## src/rtl/output_pipe_pkg.sv

```systemverilog
// rtl/output_pipe_pkg.sv - shared types and defaults for the output-pipeline fetcher
package output_pipe_pkg;

  typedef enum logic [1:0] {
    ST_IDLE = 2'd0,
    ST_RUN  = 2'd1,
    ST_DONE = 2'd2
  } ofu_state_e;

  localparam int OUT_BUS_W       = 128;
  localparam int OUT_PIX_W       = 8;
  localparam int OUT_FRAME_WORDS = 19200;

  function automatic int ofu_npix(input int bus_w, input int pix_w);
    return bus_w / pix_w;
  endfunction

endpackage

```

## src/rtl/ofu_word_fifo.sv

```systemverilog
// rtl/ofu_word_fifo.sv - 2-entry FIFO of address-tagged memory words
module ofu_word_fifo #(
  parameter int ADDR_W = 16,
  parameter int BUS_W  = 128
) (
  input  logic              clock,
  input  logic              reset_n,
  input  logic              flush,
  input  logic              push,
  input  logic [ADDR_W-1:0] push_tag,
  input  logic [BUS_W-1:0]  push_data,
  input  logic              pop,
  output logic [ADDR_W-1:0] head_tag,
  output logic [BUS_W-1:0]  head_data,
  output logic              full,
  output logic              empty,
  output logic [1:0]        count
);

  localparam int ENT_W = ADDR_W + BUS_W;

  logic [ENT_W-1:0] mem_q [2];
  logic [ENT_W-1:0] mem_d [2];
  logic             wr_ptr_q, wr_ptr_d;
  logic             rd_ptr_q, rd_ptr_d;
  logic [1:0]       count_q, count_d;
  logic             do_push, do_pop;

  always_comb begin
    mem_d    = mem_q;
    wr_ptr_d = wr_ptr_q;
    rd_ptr_d = rd_ptr_q;
    count_d  = count_q;
    do_pop   = pop && (count_q != 2'd0);
    // a push into a full FIFO is only legal when the head leaves in the same cycle
    do_push  = push && ((count_q != 2'd2) || do_pop);
    if (flush) begin
      wr_ptr_d = 1'b0;
      rd_ptr_d = 1'b0;
      count_d  = 2'd0;
    end else begin
      if (do_push) begin
        mem_d[wr_ptr_q] = {push_tag, push_data};
        wr_ptr_d        = ~wr_ptr_q;
      end
      if (do_pop) begin
        rd_ptr_d = ~rd_ptr_q;
      end
      count_d = count_q + {1'b0, do_push} - {1'b0, do_pop};
    end
  end

  always_ff @(posedge clock or negedge reset_n) begin
    if (!reset_n) begin
      mem_q[0] <= '0;
      mem_q[1] <= '0;
      wr_ptr_q <= 1'b0;
      rd_ptr_q <= 1'b0;
      count_q  <= 2'd0;
    end else begin
      mem_q[0] <= mem_d[0];
      mem_q[1] <= mem_d[1];
      wr_ptr_q <= wr_ptr_d;
      rd_ptr_q <= rd_ptr_d;
      count_q  <= count_d;
    end
  end

  assign {head_tag, head_data} = mem_q[rd_ptr_q];
  assign full  = (count_q == 2'd2);
  assign empty = (count_q == 2'd0);
  assign count = count_q;

endmodule

```

## src/rtl/output_fetch_unpack.sv

```systemverilog
// rtl/output_fetch_unpack.sv - fetches a frame of words from output memory and streams it as pixels
module output_fetch_unpack
  import output_pipe_pkg::*;
#(
  parameter int BUS_W       = OUT_BUS_W,
  parameter int PIX_W       = OUT_PIX_W,
  parameter int ADDR_W      = 16,
  parameter int FRAME_WORDS = OUT_FRAME_WORDS,
  parameter int MEM_LAT     = 1,
  parameter bit MSB_FIRST   = 1'b0
) (
  input  logic              clock,
  input  logic              reset_n,
  input  logic              start,
  input  logic              abort,
  input  logic [ADDR_W-1:0] base_addr,
  input  logic              msb_first,
  output logic              rd_en,
  output logic [ADDR_W-1:0] rd_addr,
  input  logic [BUS_W-1:0]  rd_data,
  output logic [PIX_W-1:0]  pix_data,
  output logic              pix_valid,
  input  logic              pix_ready,
  output logic              pix_last,
  output logic [ADDR_W-1:0] src_addr,
  output logic              busy,
  output logic              frame_done
);

  localparam int NPIX    = ofu_npix(BUS_W, PIX_W);
  localparam int PIX_CW  = (NPIX > 1) ? $clog2(NPIX) : 1;
  localparam int WORD_CW = $clog2(FRAME_WORDS + 1);
  localparam logic [PIX_CW-1:0]  K_LAST   = PIX_CW'(NPIX - 1);
  localparam logic [WORD_CW-1:0] WORDS_N  = WORD_CW'(FRAME_WORDS);
  localparam logic [ADDR_W-1:0]  LAST_OFS = ADDR_W'(FRAME_WORDS - 1);

  ofu_state_e         state_q, state_d;
  logic [ADDR_W-1:0]  base_q, base_d;
  logic               msb_q, msb_d;
  logic [WORD_CW-1:0] issued_q, issued_d;
  logic [WORD_CW-1:0] recv_q, recv_d;
  logic [PIX_CW-1:0]  k_q, k_d;
  logic [MEM_LAT-1:0] infl_q, infl_d;

  logic              fifo_flush, fifo_push, fifo_pop;
  logic              fifo_full, fifo_empty;
  logic [1:0]        fifo_count;
  logic [ADDR_W-1:0] head_tag, push_tag;
  logic [BUS_W-1:0]  head_data;
  logic [2:0]        occ;
  logic [PIX_CW-1:0] sel;
  logic              xfer;

  assign push_tag = base_q + ADDR_W'(recv_q);

  ofu_word_fifo #(
    .ADDR_W (ADDR_W),
    .BUS_W  (BUS_W)
  ) u_fifo (
    .clock     (clock),
    .reset_n   (reset_n),
    .flush     (fifo_flush),
    .push      (fifo_push),
    .push_tag  (push_tag),
    .push_data (rd_data),
    .pop       (fifo_pop),
    .head_tag  (head_tag),
    .head_data (head_data),
    .full      (fifo_full),
    .empty     (fifo_empty),
    .count     (fifo_count)
  );

  always_comb begin
    state_d    = state_q;
    base_d     = base_q;
    msb_d      = msb_q;
    issued_d   = issued_q;
    recv_d     = recv_q;
    k_d        = k_q;
    infl_d     = '0;
    rd_en      = 1'b0;
    rd_addr    = '0;
    fifo_flush = 1'b0;
    fifo_push  = 1'b0;
    fifo_pop   = 1'b0;
    busy       = 1'b0;
    frame_done = 1'b0;

    // words held plus reads still in the memory pipe; a new read needs a free slot for each
    occ = {1'b0, fifo_count};
    for (int i = 0; i < MEM_LAT; i++) begin
      occ = occ + {2'b00, infl_q[i]};
    end

    pix_valid = !fifo_empty;
    sel       = msb_q ? (K_LAST - k_q) : k_q;
    pix_data  = pix_valid ? head_data[int'(sel)*PIX_W +: PIX_W] : '0;
    src_addr  = pix_valid ? head_tag : '0;
    pix_last  = pix_valid && (k_q == K_LAST) && ((head_tag - base_q) == LAST_OFS);
    xfer      = pix_valid && pix_ready;

    case (state_q)
      ST_IDLE: begin
        // the first read goes out in the start cycle itself to shorten first-pixel latency
        if (start && !abort) begin
          state_d    = ST_RUN;
          base_d     = base_addr;
          msb_d      = msb_first;
          rd_en      = 1'b1;
          rd_addr    = base_addr;
          issued_d   = WORD_CW'(1);
          recv_d     = '0;
          k_d        = '0;
          fifo_flush = 1'b1;
        end
      end
      ST_RUN: begin
        busy = 1'b1;
        if ((issued_q < WORDS_N) && (occ < 3'd2) && !fifo_full) begin
          rd_en    = 1'b1;
          rd_addr  = base_q + ADDR_W'(issued_q);
          issued_d = issued_q + 1'b1;
        end
        if (infl_q[MEM_LAT-1]) begin
          fifo_push = 1'b1;
          recv_d    = recv_q + 1'b1;
        end
        if (xfer) begin
          if (k_q == K_LAST) begin
            k_d      = '0;
            fifo_pop = 1'b1;
          end else begin
            k_d = k_q + 1'b1;
          end
          if (pix_last) begin
            state_d = ST_DONE;
          end
        end
      end
      ST_DONE: begin
        frame_done = 1'b1;
        state_d    = ST_IDLE;
      end
      default: state_d = ST_IDLE;
    endcase

    if (abort) begin
      state_d    = ST_IDLE;
      rd_en      = 1'b0;
      rd_addr    = '0;
      fifo_flush = 1'b1;
      fifo_push  = 1'b0;
      fifo_pop   = 1'b0;
    end

    // dropping the in-flight marks makes late read data land nowhere
    infl_d[0] = rd_en;
    for (int i = 1; i < MEM_LAT; i++) begin
      infl_d[i] = infl_q[i-1];
    end
    if (abort) begin
      infl_d = '0;
    end
  end

  always_ff @(posedge clock or negedge reset_n) begin
    if (!reset_n) begin
      state_q  <= ST_IDLE;
      base_q   <= '0;
      msb_q    <= MSB_FIRST;
      issued_q <= '0;
      recv_q   <= '0;
      k_q      <= '0;
      infl_q   <= '0;
    end else begin
      state_q  <= state_d;
      base_q   <= base_d;
      msb_q    <= msb_d;
      issued_q <= issued_d;
      recv_q   <= recv_d;
      k_q      <= k_d;
      infl_q   <= infl_d;
    end
  end

endmodule

```

## config.mk

```make
export PLATFORM = sky130hd
export DESIGN_NAME = output_fetch_unpack
export DESIGN_NICKNAME = d
export VERILOG_FILES = /design/src/rtl/output_pipe_pkg.sv /design/src/rtl/ofu_word_fifo.sv /design/src/rtl/output_fetch_unpack.sv
export SDC_FILE = /design/constraint.sdc
export NUM_CORES = 1
export LEC_CHECK = 0
export BUFFER_PORTS_ARGS = -buffer_cell sky130_fd_sc_hd__buf_2
export CAP_MARGIN = 20
export CORE_MARGIN = 10
export CORE_UTILIZATION = 59
export CTS_BUF_LIST = sky130_fd_sc_hd__clkbuf_16
export CTS_CLUSTER_SIZE = 8
export DETAILED_ROUTE_END_ITERATION = 10
export PLACE_DENSITY = 0.88
export REMOVE_ABC_BUFFERS = 1
export SYNTH_ARGS = -nofsm -noshare
export SYNTH_HDL_FRONTEND = slang
export SYNTH_SLANG_ARGS = --single-unit
```

## constraint.sdc

```tcl
create_clock -name clock -period 5.9 [get_ports clock]
set_input_delay 1.18 -clock clock [delete_from_list [all_inputs] [get_ports clock]]
set_output_delay 1.18 -clock clock [all_outputs]
set_load 0.02 [all_outputs]
```

==> key figures <==
Outcome
  – Status: completed

Critical path
  – Crit Path Category: flop to output port
  – CP bufs+invs: 1
  – Crit path max fanout: 22
  – Max stage delay cell, worst path: dfrtp_4
  – WP data required: 4.72 ns
  – CP peak stage delay: 0.68 ns
  – Worst EP arrival: 4.23 ns
  – Crit path max-delay family: simple AND/OR/NAND/NOR gates
  – Worst reg-to-reg setup slack: 2.12 ns
  – Reg-to-Reg End: state_q[0]$_DFFE_PN0P_
  – Worst Reg2Reg Path Length in Cells: 10
  – Worst Setup End Kind: output port
  – Reg2reg start: u_fifo.rd_ptr_q$_DFFE_PN0P_
  – Startpoint types: flop
  – Cell Chain, Critical Path: mux2i_1 > ha_1 > fa_1 > a211o_1 > a2111oi_2 > nand4_1 > nand4b_1 > or4b_4 > nor3_2 > buf_2
  – Stages on worst setup path: 10

Die
  – Core Box Area: 0.0298 mm²
  – Die height: 194 µm
  – IO Pins: 195
  – Initial Utilization: 0.603
  – Row Count: 63
  – Die area: approximately 0.038 mm²
  – Width of the die: 194 µm

STA
  – Skew final: 0.0153 ns
  – Crit path time final: 5.41 ns
  – Pins Over Slew Limit: 0
  – Setup violators final: 0
  – Final hold slack: 0.466 ns
  – Final Hold Viols: 0
  – Crit share post-route: 0.917
  – F_max: 0.185 GHz
  – Relative slew slack: 0.232
  – Worst-margin pin slew: around 1.2 ns
  – RSZ-0062 raised after global routing: no

Synthesis
  – Sequential area share after synthesis: 0.482
  – Top cell type's share of synthesized area: 0.482
  – Syn. warnings: 0
  – Netlist Area Pre-Place: 0.0180 mm²
  – Synth unique cells: just over 70
  – Post-synthesis register bit count: 346
  – EDFF count, synth: 0
  – Top FF cell, synth: dfrtp_1
  – Area contributors post-synth: dfrtp_1 (48%), nand2_1 (11%), mux4_2 (10%), mux2_1 (8.5%), ha_1 (3.6%)
  – Post-synth ARST share: 1.00
  – Cells after Synth: 1651
  – Leading area contributor after synthesis: dfrtp_1
  – Post-Syn Area per Cell: between 10 and 15 µm²

Routing
  – First drt pass iteration count: 5
  – DRT antenna net count: 0
  – DR WL/cell: roughly 21 µm
  – Detailed-route via count: roughly 14000
  – DRC: 0
  – Routed wire length: 47100 µm
  – DR iter-0 viols: between 1000 and 1500
  – Vias/cell: 6.07

Pwr
  – Pwr dens: 378 mW/mm²
  – Maximum vdd drop: 0.294 mV
  – Leak Pwr: 10.6 nW

Run
  – MaxCap Viol Count: 0

Placed design
  – Port bufs: 194
  – Post-DP HPWL: ~31000 µm
  – Gpl congestion: 1.02

CTS
  – Clock root cell: clkbuf_16
  – Num CTS Buffers: 49
  – Clock transition at path regs: 0.05 ns
  – Clock Tree Buf Depth: 3
  – Clock tree sinks: 346
  – Cts repair resizes: 0
  – Clk_lat worst skew: about 0.55 ns
  – CTS tree: yes
  – CTS HTree Levels: 2
  – Number of hold buffers added after cts: 0
  – Post-CTS Setup Bufs: 0

Layout
  – Filler cells: 2034
  – Area of the multi-input gates: 0.00882 mm²
  – Register area: 0.00866 mm²
  – Area Overhead vs Synth: 14.9%
  – Ratio of cells with drive above 1 in the final layout: 0.215
  – Post-layout util: 0.692
  – Final #Nets: 2038

Worst hold path
  – Min-Delay Path Class: flop to flop
  – Min-delay src: u_fifo.mem_q[236]$_DFFE_PN0P_
  – Hold Path Stages: 2
  – Hold path endpoint: u_fifo.mem_q[236]$_DFFE_PN0P_

GRT
  – GR met2 Demand/Resource: 0.403
  – GRT overflow: 0
  – Met1 usage: 0.303
  – First-pass GRT wire length: approximately 77000 µm
  – Routing usage on met3: 0.0666
  – Antenna violations before repair: 12
  – Vias in the first global route: 14700
  – Largest net degree at the start of global routing: ~140
  – Gr usage total: 0.245
  – GRT busiest layer: met2
## through the flow
stage	cells	TNS [ns]	setup slack, ns	area, µm²	power, mW
floorplan	1571	-21.70	-1.13	17500	4.67
global placement	2171	0	1.13	19300	5.14
detailed placement	2171	0	1.09	19300	5.28
CTS	2228	0	0.496	20600	7.80
global route	2231	0	0.234	20600	8.19
finish	2240	0	0.487	20600	7.79
## cell families after synthesis
| family | after synthesis | synth area share |
|---|---|---|
| xor+xnor | 56 | 0.0273 |
| compound gates | 172 | 0.0604 |
| mux | 246 | 0.204 |
| fa+ha+maj | 55 | 0.0396 |
| flops | 346 | 0.482 |
| simple gates | 663 | 0.156 |
| buf+inv | 113 | 0.0304 |
## per-layer routing
metal	part of all wire	up-vias
li1	-	6082
met1	0.39	6838
met2	0.49	556
met3	0.084	122
met4	0.032	6
met5	0.0011	-
## tightest hold or removal path: stages (launching register included)
cell     delay (ns)
dfrtp_1        0.33
nand2_1        0.05
nand2_1        0.05
## layout by cell type, fill, tap and decap left out, types with 14 or more instances in the layout
cell,count
a21oi_1,51
and2_1,14
and3_1,14
buf_2,193
clkbuf_16,50
dfrtp_1,345
ha_1,52
inv_1,35
mux2_1,136
mux2_2,24
mux4_2,80
nand2_1,502
nand3_1,15
nor2_1,52
nor3_1,16
o21ai_0,55
xnor2_1,27
xor2_1,26
## how the worst max path moves through the flow
stage	endpoint	startpoint	slack, ns
floorplan	pix_last	u_fifo.rd_ptr_q$_DFFE_PN0P_	-1.13
finish	pix_last	u_fifo.rd_ptr_q$_DFFE_PN0P_	0.49
global route	pix_last	u_fifo.rd_ptr_q$_DFFE_PN0P_	0.23
CTS	pix_last	u_fifo.rd_ptr_q$_DFFE_PN0P_	0.50
global placement	pix_last	u_fifo.rd_ptr_q$_DFFE_PN0P_	1.13
detailed placement	pix_last	u_fifo.rd_ptr_q$_DFFE_PN0P_	1.09
## synth_stat cells (all sizes together), types with 4 or more instances
| cell type | number |
|---|---|
| mux2i | 6 |
| nor3 | 18 |
| ha | 52 |
| a21oi | 51 |
| nor4 | 4 |
| a211oi | 4 |
| nand2b | 4 |
| nor2b | 9 |
| o21a | 4 |
| mux4 | 80 |
| dfrtp | 346 |
| clkbuf | 26 |
| nor2 | 54 |
| nand3 | 15 |
| nand2 | 503 |
| or3 | 12 |
| inv | 32 |
| buf | 54 |
| xor2 | 28 |
| a31oi | 8 |
| a21o | 10 |
| and3 | 14 |
| and2 | 14 |
| o21bai | 6 |
| mux2 | 160 |
| xnor2 | 28 |
| a211o | 6 |
| nand4 | 4 |
| a2111oi | 4 |
| o21ai | 56 |
## layout make-up
class | count | area share
sequential | 346 | 0.420
inverter | 33 | 0.00601
clock buffer | 50 | 0.0607
multi-input combinational | 1192 | 0.428
timing repair buffer | 211 | 0.0580
tap | 390 | 0.0237
antenna | 11 | 0.00133
clock inverter | 7 | 0.00267
## power breakdown
group	internal (mW)	switching, mW	total [mW]
clock network	1.48	0.981	2.47
registers	2.83	0.306	3.13
logic	1.06	1.13	2.19
total	5.37	2.42	7.79
## registers in the layout (all words and copies together) (netlist names)
| signal | flops |
|---|---|
| base_q | 16 |
| state_q | 2 |
| u_fifo.mem_q | 288 |
| recv_q | 15 |
| msb_q | 1 |
| u_fifo.rd_ptr_q | 1 |
| infl_q | 1 |
| u_fifo.count | 2 |
| k_q | 4 |
| u_fifo.wr_ptr_q | 1 |
| issued_q | 15 |
Power figures use the tool's default switching activity.
